$ cat config.mk
export PLATFORM = sky130hd
export DESIGN_NAME = bcd_countdown_timer
export DESIGN_NICKNAME = d
export VERILOG_FILES = /design/src/rtl/timer_pkg.sv /design/src/rtl/bcd_digit_cell.sv /design/src/rtl/bcd_countdown_timer.sv
export SDC_FILE = /design/constraint.sdc
export NUM_CORES = 1
export LEC_CHECK = 0
export ABC_AREA = 1
export BUFFER_PORTS_ARGS = -buffer_cell sky130_fd_sc_hd__buf_2
export CAP_MARGIN = 10
export CORE_MARGIN = 1
export CORE_UTILIZATION = 44
export DETAILED_ROUTE_END_ITERATION = 7
export PLACE_DENSITY_LB_ADDON = 0.15
export SLEW_MARGIN = 10
export SYNTH_ARGS = -nofsm -noshare
export SYNTH_HDL_FRONTEND = slang
export SYNTH_HIERARCHICAL = 1
export SYNTH_SLANG_ARGS = --single-unit
$ cat constraint.sdc
create_clock -name clk -period 2.6 [get_ports clk]
set_clock_uncertainty 0.1 [all_clocks]
set_input_delay 0.13 -clock clk [delete_from_list [all_inputs] [get_ports clk]]
set_output_delay 0.13 -clock clk [all_outputs]
set_load 0.03 [all_outputs]
$ cat src/rtl/timer_pkg.sv
// Shared types and constants for the BCD countdown timer.
package timer_pkg;

  typedef enum logic [1:0] {
    ST_IDLE,
    ST_RUNNING,
    ST_PAUSED,
    ST_EXPIRED
  } state_t;

  localparam logic [3:0] BCD_MAX = 4'd9;

  typedef logic [3:0] digit_t;

endpackage

$ cat src/rtl/bcd_digit_cell.sv
// One BCD digit of the countdown chain: loads, or decrements when a borrow arrives.
module bcd_digit_cell
  import timer_pkg::*;
(
  input  logic       clk,
  input  logic       rst,
  input  logic       borrow_in,
  input  logic       load,
  input  logic [3:0] load_val,
  output logic [3:0] digit,
  output logic       borrow_out
);

  digit_t digit_p0;

  always_ff @(posedge clk) begin
    if (rst) begin
      digit_p0 <= 4'd0;
    end else if (load) begin
      digit_p0 <= load_val;
    end else if (borrow_in) begin
      digit_p0 <= (digit_p0 == 4'd0) ? BCD_MAX : digit_p0 - 4'd1;
    end
  end

  // A zero digit that is asked to decrement wraps to 9 and borrows from above.
  assign borrow_out = borrow_in & (digit_p0 == 4'd0);
  assign digit      = digit_p0;

endmodule

$ cat src/rtl/bcd_countdown_timer.sv
// Prescaled multi-digit BCD countdown timer with pause, expire pulse and load clamping.
// Define TIMER_AUTO_RELOAD_EN to reload the last loaded value after reaching zero.
module bcd_countdown_timer
  import timer_pkg::*;
#(
  parameter int NUM_DIGITS = 4,
  parameter int TICK_DIV   = 1
) (
  input  logic                    clk,
  input  logic                    rst,
  input  logic                    load,
  input  logic [4*NUM_DIGITS-1:0] start_value,
  input  logic                    enable,
  output logic [4*NUM_DIGITS-1:0] digits,
  output logic                    zero,
  output logic                    expire,
  output logic                    busy,
  output logic                    load_err
);

  localparam int W  = 4 * NUM_DIGITS;
  localparam int PW = (TICK_DIV > 1) ? $clog2(TICK_DIV) : 1;

  function automatic logic [W-1:0] clamp_bcd(input logic [W-1:0] v);
    logic [W-1:0] r;
    r = v;
    for (int i = 0; i < NUM_DIGITS; i++) begin
      if (v[4*i +: 4] > BCD_MAX) r[4*i +: 4] = BCD_MAX;
    end
    return r;
  endfunction

  function automatic logic has_bad_nibble(input logic [W-1:0] v);
    logic bad;
    bad = 1'b0;
    for (int i = 0; i < NUM_DIGITS; i++) begin
      if (v[4*i +: 4] > BCD_MAX) bad = 1'b1;
    end
    return bad;
  endfunction

  state_t          state_p0, state_nxt;
  logic [PW-1:0]   presc_p0;
  logic            expire_p0;
  logic            load_err_p0;
  logic            count_en;
  logic            tick;
  logic            at_one;
  logic            at_floor;
  logic            reload_tick;
  logic            cell_load;
  logic [W-1:0]    cell_val;
  logic [NUM_DIGITS:0] borrow;

  assign count_en = (state_p0 == ST_RUNNING) && enable;
  assign tick     = count_en && (presc_p0 == PW'(TICK_DIV - 1));
  assign at_one   = (digits == W'(1));
  assign borrow[0] = tick;
  // A borrow out of the top digit means a tick arrived while already at zero.
  assign at_floor = borrow[NUM_DIGITS];

`ifdef TIMER_AUTO_RELOAD_EN
  logic [W-1:0] saved_p0;

  always_ff @(posedge clk) begin
    if (rst)       saved_p0 <= '0;
    else if (load) saved_p0 <= clamp_bcd(start_value);
  end

  assign reload_tick = at_floor;
  assign cell_val    = load ? clamp_bcd(start_value) : saved_p0;
`else
  assign reload_tick = 1'b0;
  assign cell_val    = clamp_bcd(start_value);
`endif

  assign cell_load = load | reload_tick;

  for (genvar g = 0; g < NUM_DIGITS; g++) begin : g_digit
    bcd_digit_cell u_cell (
      .clk        (clk),
      .rst        (rst),
      .borrow_in  (borrow[g]),
      .load       (cell_load),
      .load_val   (cell_val[4*g +: 4]),
      .digit      (digits[4*g +: 4]),
      .borrow_out (borrow[g+1])
    );
  end

  // Stage p0: control state, prescaler and flags
  always_ff @(posedge clk) begin
    if (rst) begin
      state_p0    <= ST_IDLE;
      presc_p0    <= '0;
      expire_p0   <= 1'b0;
      load_err_p0 <= 1'b0;
    end else begin
      state_p0  <= state_nxt;
      expire_p0 <= !load && tick && at_one;
      if (load) begin
        presc_p0    <= '0;
        load_err_p0 <= has_bad_nibble(start_value);
      end else if (count_en) begin
        presc_p0 <= tick ? '0 : presc_p0 + PW'(1);
      end
    end
  end

  always_comb begin
    state_nxt = state_p0;
    if (load) begin
      state_nxt = ST_IDLE;
    end else begin
      case (state_p0)
        ST_IDLE:    if (enable && !zero) state_nxt = ST_RUNNING;
        ST_RUNNING: begin
`ifdef TIMER_AUTO_RELOAD_EN
          if (!enable) state_nxt = ST_PAUSED;
`else
          if ((tick && at_one) || at_floor) state_nxt = ST_EXPIRED;
          else if (!enable)                 state_nxt = ST_PAUSED;
`endif
        end
        ST_PAUSED:  if (enable) state_nxt = ST_RUNNING;
        ST_EXPIRED: state_nxt = ST_EXPIRED;
        default:    state_nxt = ST_IDLE;
      endcase
    end
  end

  assign zero     = (digits == '0);
  assign expire   = expire_p0;
  assign busy     = (state_p0 == ST_RUNNING);
  assign load_err = load_err_p0;

endmodule

* Yosys cells after proc, flatten, opt, wreduce, memory -nomap -nowiden *
Index checks and enable logic that the tools add are counted.

storage, ports and cells
  flip-flop bits (word level) = 21
  output and inout bits = 20
  logic and storage cells = 76

cells by class
  add/sub/neg operators = 5
  reduce and logical (&&, ||, !) cells = 21
  $lt $le $gt $ge = 4
  multiplexer cells = 26
  bitwise gates (word level) = 5
  eq/ne operators = 7

operators with widths
  operator               count
  $mux W4                16
  $eq A16 B1 Y1 const B  1
  $gt A4 B4 Y1 const B   4
  $logic_not A16 Y1      1
  $logic_not A4 Y1       4
  $sub A4 B1 Y4 const B  4
  $mux W2                4
  $pmux W2 S4            1
  $reduce_bool A2 Y1     4
  $logic_and A1 B1 Y1    6
  $mux W1                5
  $and A1 B1 Y1          4
  $eq A2 B2 Y1 const B   2
  $ne A2 B2 Y1 const B   2
  $ne A3 B2 Y1 const B   1
  $reduce_and A3 Y1      1
  $eq A2 B1 Y1 const B   1
  $logic_not A1 Y1       2
  $logic_not A2 Y1       1
  $reduce_or A2 Y1       1
  $add A1 B1 Y1 const B  1
  $logic_or A1 B1 Y1     1
  $not A1 Y1             1

* Longest topological paths before layout *
  word-level depth = 10
  gate-level depth with buffers = 17
  depth with buffers taken out = 17

* Hierarchy *
The synthesis kept the hierarchy.

modules (own cells, without submodules)
  module               cells an instance  instances  area an instance (um2)  sequential area each (um2)
  bcd_digit_cell       40                 4          246.5                   80.1
  bcd_countdown_timer  79                 1          457.9                   100.1

* Worst setup path after synthesis *
OpenSTA, ideal clock, no wires.

  path kind = reg-to-reg
  from = register state_p0[0]
  to = register state_p0[0]
  path slack = 0.490 ns
  data required time = 2.430 ns
  buffers on the path = 0
  arrival time = 1.940 ns
  stages on the path, launching flop included = 17
  library setup time = 0.070 ns
  cells stage by stage = dfxtp_1 inv_1 nor2_4 nand2_4 nor2_4 inv_1 nor2_1 inv_1 nor2_1 inv_1 nor2_1 inv_1 nor2_1 inv_1 nand3_1 nand2_1 a21oi_1

on the way
  longest elaborated chain between the ends = 10

RTL lines
  element                                                  RTL line                    RTL
  from (decl)                                              bcd_countdown_timer.sv:42   state_t state_p0, state_nxt;
  from (signal assigned)                                   bcd_countdown_timer.sv:99   state_p0 <= state_nxt;
  $eq A2 B1 Y1 (*)                                         --
  net busy                                                 bcd_countdown_timer.sv:17   output logic busy,
  $logic_and A1 B1 Y1 (*)                                  bcd_countdown_timer.sv:55   assign count_en = (state_p0 == ST_RUNNING) && enable;
  $logic_and A1 B1 Y1 (*)                                  bcd_countdown_timer.sv:56   assign tick = count_en && (presc_p0 == PW'(TICK_DIV - 1));
  net borrow[0]                                            bcd_countdown_timer.sv:53   logic [NUM_DIGITS:0] borrow;
  $and A1 B1 Y1 (*)                                        bcd_digit_cell.sv:27        assign borrow_out = borrow_in & (digit_p0 == 4'd0);
  net borrow[1]                                            bcd_countdown_timer.sv:53
  $and A1 B1 Y1 (*)                                        bcd_digit_cell.sv:27
  net borrow[2]                                            bcd_countdown_timer.sv:53
  $and A1 B1 Y1 (*)                                        bcd_digit_cell.sv:27
  net borrow[3]                                            bcd_countdown_timer.sv:53
  $and A1 B1 Y1 (*)                                        bcd_digit_cell.sv:27
  net at_floor                                             bcd_countdown_timer.sv:49   logic at_floor;
  $logic_or A1 B1 Y1 (*)                                   bcd_countdown_timer.sv:121  if ((tick && at_one) || at_floor) state_nxt = ST_EXPIRED;
  $mux W2 / $ne A3 B2 Y1 (equally long branches)           --
  $pmux W2 S4 / $reduce_and A3 Y1 (equally long branches)  --

The timed path passes the listed nets; every way through them passes the cells marked *.
A chain may end at the register's enable or synchronous reset.

* Worst setup path in the final report *
  from = register state_p0[0]
  to = register state_p0[1]

on the way
  longest elaborated chain between the ends = 10

RTL lines
  element                                                  RTL line
  $eq A2 B1 Y1 (*)                                         bcd_countdown_timer.sv:55
  $logic_and A1 B1 Y1 (*)                                  bcd_countdown_timer.sv:55
  $logic_and A1 B1 Y1 (*)                                  bcd_countdown_timer.sv:56
  net borrow[0]                                            bcd_countdown_timer.sv:53
  $and A1 B1 Y1 (*)                                        bcd_digit_cell.sv:27
  net borrow[1]                                            bcd_countdown_timer.sv:53
  $and A1 B1 Y1 (*)                                        bcd_digit_cell.sv:27
  net borrow[2]                                            bcd_countdown_timer.sv:53
  $and A1 B1 Y1 (*)                                        bcd_digit_cell.sv:27
  net borrow[3]                                            bcd_countdown_timer.sv:53
  $and A1 B1 Y1 (*)                                        bcd_digit_cell.sv:27
  net at_floor                                             bcd_countdown_timer.sv:49
  $logic_or A1 B1 Y1 (*)                                   bcd_countdown_timer.sv:121
  $mux W2 / $ne A3 B2 Y1 (equally long branches)           --
  $pmux W2 S4 / $reduce_and A3 Y1 (equally long branches)  --

Marked as above.

==> summary.txt <==
Clock network
  • CTS sink count: 21
  • H-tree Lvls: 1
  • CTS tree: yes
  • Worst skew pair latency: 0.31 ns
  • Reg clk slew, reported paths: 0.12 ns
  • Post-CTS Resized: 0
  • CTS Buffer Depth: 2
  • Root buffer cell: clkbuf_4
  • Setup bufs post-CTS: 0
  • # hold bufs at CTS: 0
  • TritonCTS Buffers: 3

Logic synthesis
  • Top cell type's share of synthesized area: between 20% and 30%
  • Post-synth top area cell: dfxtp_1
  • Adder-cell share of the synthesized area: 0%
  • Distinct cell type count after synthesis: 22
  • Area contributors post-synth: dfxtp_1 29%, nand2_1 15%, nor2_1 9.9%
  • Seq/Total Area, Yosys: 29.12%
  • Multiplexer share of the synthesized area: 0%
  • Compound-gate portion of the synthesized area: 18.28%
  • Synth Area in Simple Gates: 41.42%
  • Synthesis warning total: 6
  • Synthesized netlist cell count: 239
  • Xor/xnor share of the synthesized area: 0%
  • Syn avg cell area: 6.041 um^2
  • Mapped cell area: about 1400 um^2
  • Largest family of logic cells by synthesized area: simple AND/OR/NAND/NOR gates
  • Register bit total from synthesis: 21
  • Syn Nets: ~260

Die
  • Die ar.: 3515 um^2
  • Starting density of the core: 46.91%
  • Num rows: 20
  • Core area: 3078 um^2
  • Die Ht: 59.29 um
  • Die X: 59.29 um
  • Ports: 40

Timing
  • TNS Setup: 0 ns
  • Hold slack: 0.02434 ns
  • Final worst slack: 0.3616 ns
  • Tmin final: 2.238 ns
  • Final critical-path share of the clock period: 86.09%
  • Worst-Margin Slew: 0.5563 ns
  • Max_slew headroom: 62.92%
  • FMAX: 446.7 MHz
  • RSZ-0062 raised after global routing: no
  • Slew Viols, Final: 0
  • Final Hold Violating Endpoints: 0
  • Setup Viol. Count Final: 0

Power and ir drop
  • Peak supply drop: around 380 uV
  • Leak: 0.0008772 uW
  • Pwr dens: approximately 460 nW/um^2

Finish
  • Ant. Diodes: 0
  • Most frequent cells in the layout: 57 x nand2_1, 39 x buf_2, 38 x nor2_1
  • Fillers: approximately 330
  • Fraction of layout cells with a size suffix above 1: 27.34%
  • Most common cell after layout, fill and taps aside: nand2_1
  • Nets: 299
  • Fin area: 1705 um^2
  • Area Growth Syn to Fin: 18.11%

Setup path
  • CP bufs+invs: 6
  • CP most frequent cell: inv_1
  • Critical-path cell list: inv_1, nor2_4, nand2_4, nor2_4, inv_1, nor2_1, inv_1, nor2_1, inv_1, nor2_1, inv_1, nor2_1, inv_1, nand3_2, nand2_1, a21oi_1
  • Critical path required time: 2.75 ns
  • Worst EP arrival: 2.39 ns
  • Crit path launch type: flip-flop
  • Worst Path Max Fanout: 3
  • CP Capture Type: flip-flop
  • Critical path type: flip-flop to flip-flop
  • Slowest CP cell: dfxtp_1
  • Cell family with most CP delay: simple AND/OR/NAND/NOR gates
  • Worst stage delay on the critical path: 0.35 ns

Detailed routing
  • Detailed Route WL: 3.342 mm
  • Detail Route Antenna Nets: 0
  • DRC viols: 0
  • WL/cell: between 10 and 15 um
  • Iteration-0 DRC Markers: 71
  • Routed vias/inst: between 4 and 5
  • Drt pass-1 iters: 4
  • Via count: 1,559

Placement
  • RD Place Congestion: 0.8596
  • IO buf count: 39
  • Post-DP Area: 1679 um^2
  • DP HPWL: 2.533 mm
  • Pre-CTS WS: 0.4027 ns

Run status
  • Status: finished clean

Run
  • Max Cap Violations: 0

Global routing
  • Initial antenna violation count: 0
  • Vias in the first global route: 1,358
  • Global-route wire length before repair: 5.623 mm
  • Largest net degree at the start of global routing: 28
  • Global Route Usage Sum: a little over a fifth
  • Global route total overflow: 0

Hold path
  • Hold/Removal Path Class: input pin to flip-flop
## flip-flops by register name (all words and copies together), names as in the netlist
name,flops
g_digit.u_cell/digit,16
expire,1
presc_p0,1
load_err,1
state_p0,2
## metrics by stage
stage	utilization (%)	total power, uW	std cells
floorplan	-	551.1	239
global placement	54.55	627.0	318
detailed placement	54.55	626.3	318
CTS	55.41	794.8	322
global route	55.41	835.7	322
finish	55.41	787.4	322
## layout make-up
cell class / instances / area, um^2 / area share, %
Multi-Input combinational cell: 175 / 862.1 / 50.55
Sequential cell: 21 / 420.4 / 24.65
Timing Repair Buffer: 39 / 195.2 / 11.45
Inverter: 39 / 146.4 / 8.584
Tap cell: 44 / 55.05 / 3.228
Clock buffer: 4 / 26.28 / 1.541
## final timing paths
| kind | from | endpoint | slack, ns | depth (start not counted) |
|---|---|---|---|---|
| setup reg to reg | state_p0[0]$_SDFFE_PP0P_ | state_p0[1]$_SDFFE_PP0P_ | 0.36 | 16 |
| hold reg to reg | state_p0[0]$_SDFFE_PP0P_ | state_p0[1]$_SDFFE_PP0P_ | 0.38 | 2 |
| hold / removal | enable | presc_p0$_SDFFE_PP0P_ | 0.02 | 4 |
| setup / recovery | state_p0[0]$_SDFFE_PP0P_ | state_p0[1]$_SDFFE_PP0P_ | 0.36 | 16 |
## cells by family (layout without fill, tap and decap cells)
group / Yosys count / count (layout)
buf+inv: 43 / 82
simple gates: 131 / 131
flops: 21 / 21
compound gates: 44 / 44
## where the power goes
| group | internal [uW] | switching, uW | total, uW |
|---|---|---|---|
| Combinational | 83.8 | 166 | 250 |
| Sequential | 342 | 27.6 | 370 |
| Clock | 60.0 | 108 | 168 |
| Total | 486 | 301 | 787 |
## layer usage
metal  vias up  wire length, um  global-route usage [%]
li1        833                -                       -
met1       690             1603                   25.47
met2        34             1587                   37.72
met3         2              128                   3.930
met4         0               21                   4.082
met5         -                0                       0
## worst reg2reg max path, stage by stage, from the launching register on
cell and delay (ns):
dfxtp_1 0.35, inv_1 0.08, nor2_4 0.12, nand2_4 0.08, nor2_4 0.13, inv_1 0.08, nor2_1 0.18, inv_1 0.09
nor2_1 0.19, inv_1 0.09, nor2_1 0.18, inv_1 0.09, nor2_1 0.11, inv_1 0.06, nand3_2 0.08, nand2_1 0.05
a21oi_1 0.11
## cell usage after synthesis
library cell / instances
nor4_1: 1
a22oi_1: 4
or2_2: 3
a21oi_1: 18
a31oi_1: 1
inv_1: 31
o211ai_2: 4
and2_1: 2
o21bai_1: 1
nand2_4: 1
nor2_4: 2
nor2_1: 38
nor2_2: 10
dfxtp_1: 21
nand3_4: 1
nand2_1: 57
nand2_2: 4
nand3_2: 1
nand3_1: 11
clkbuf_1: 4
o21ai_0: 16
inv_2: 8
No activity file was read; power rests on OpenSTA's default activity.
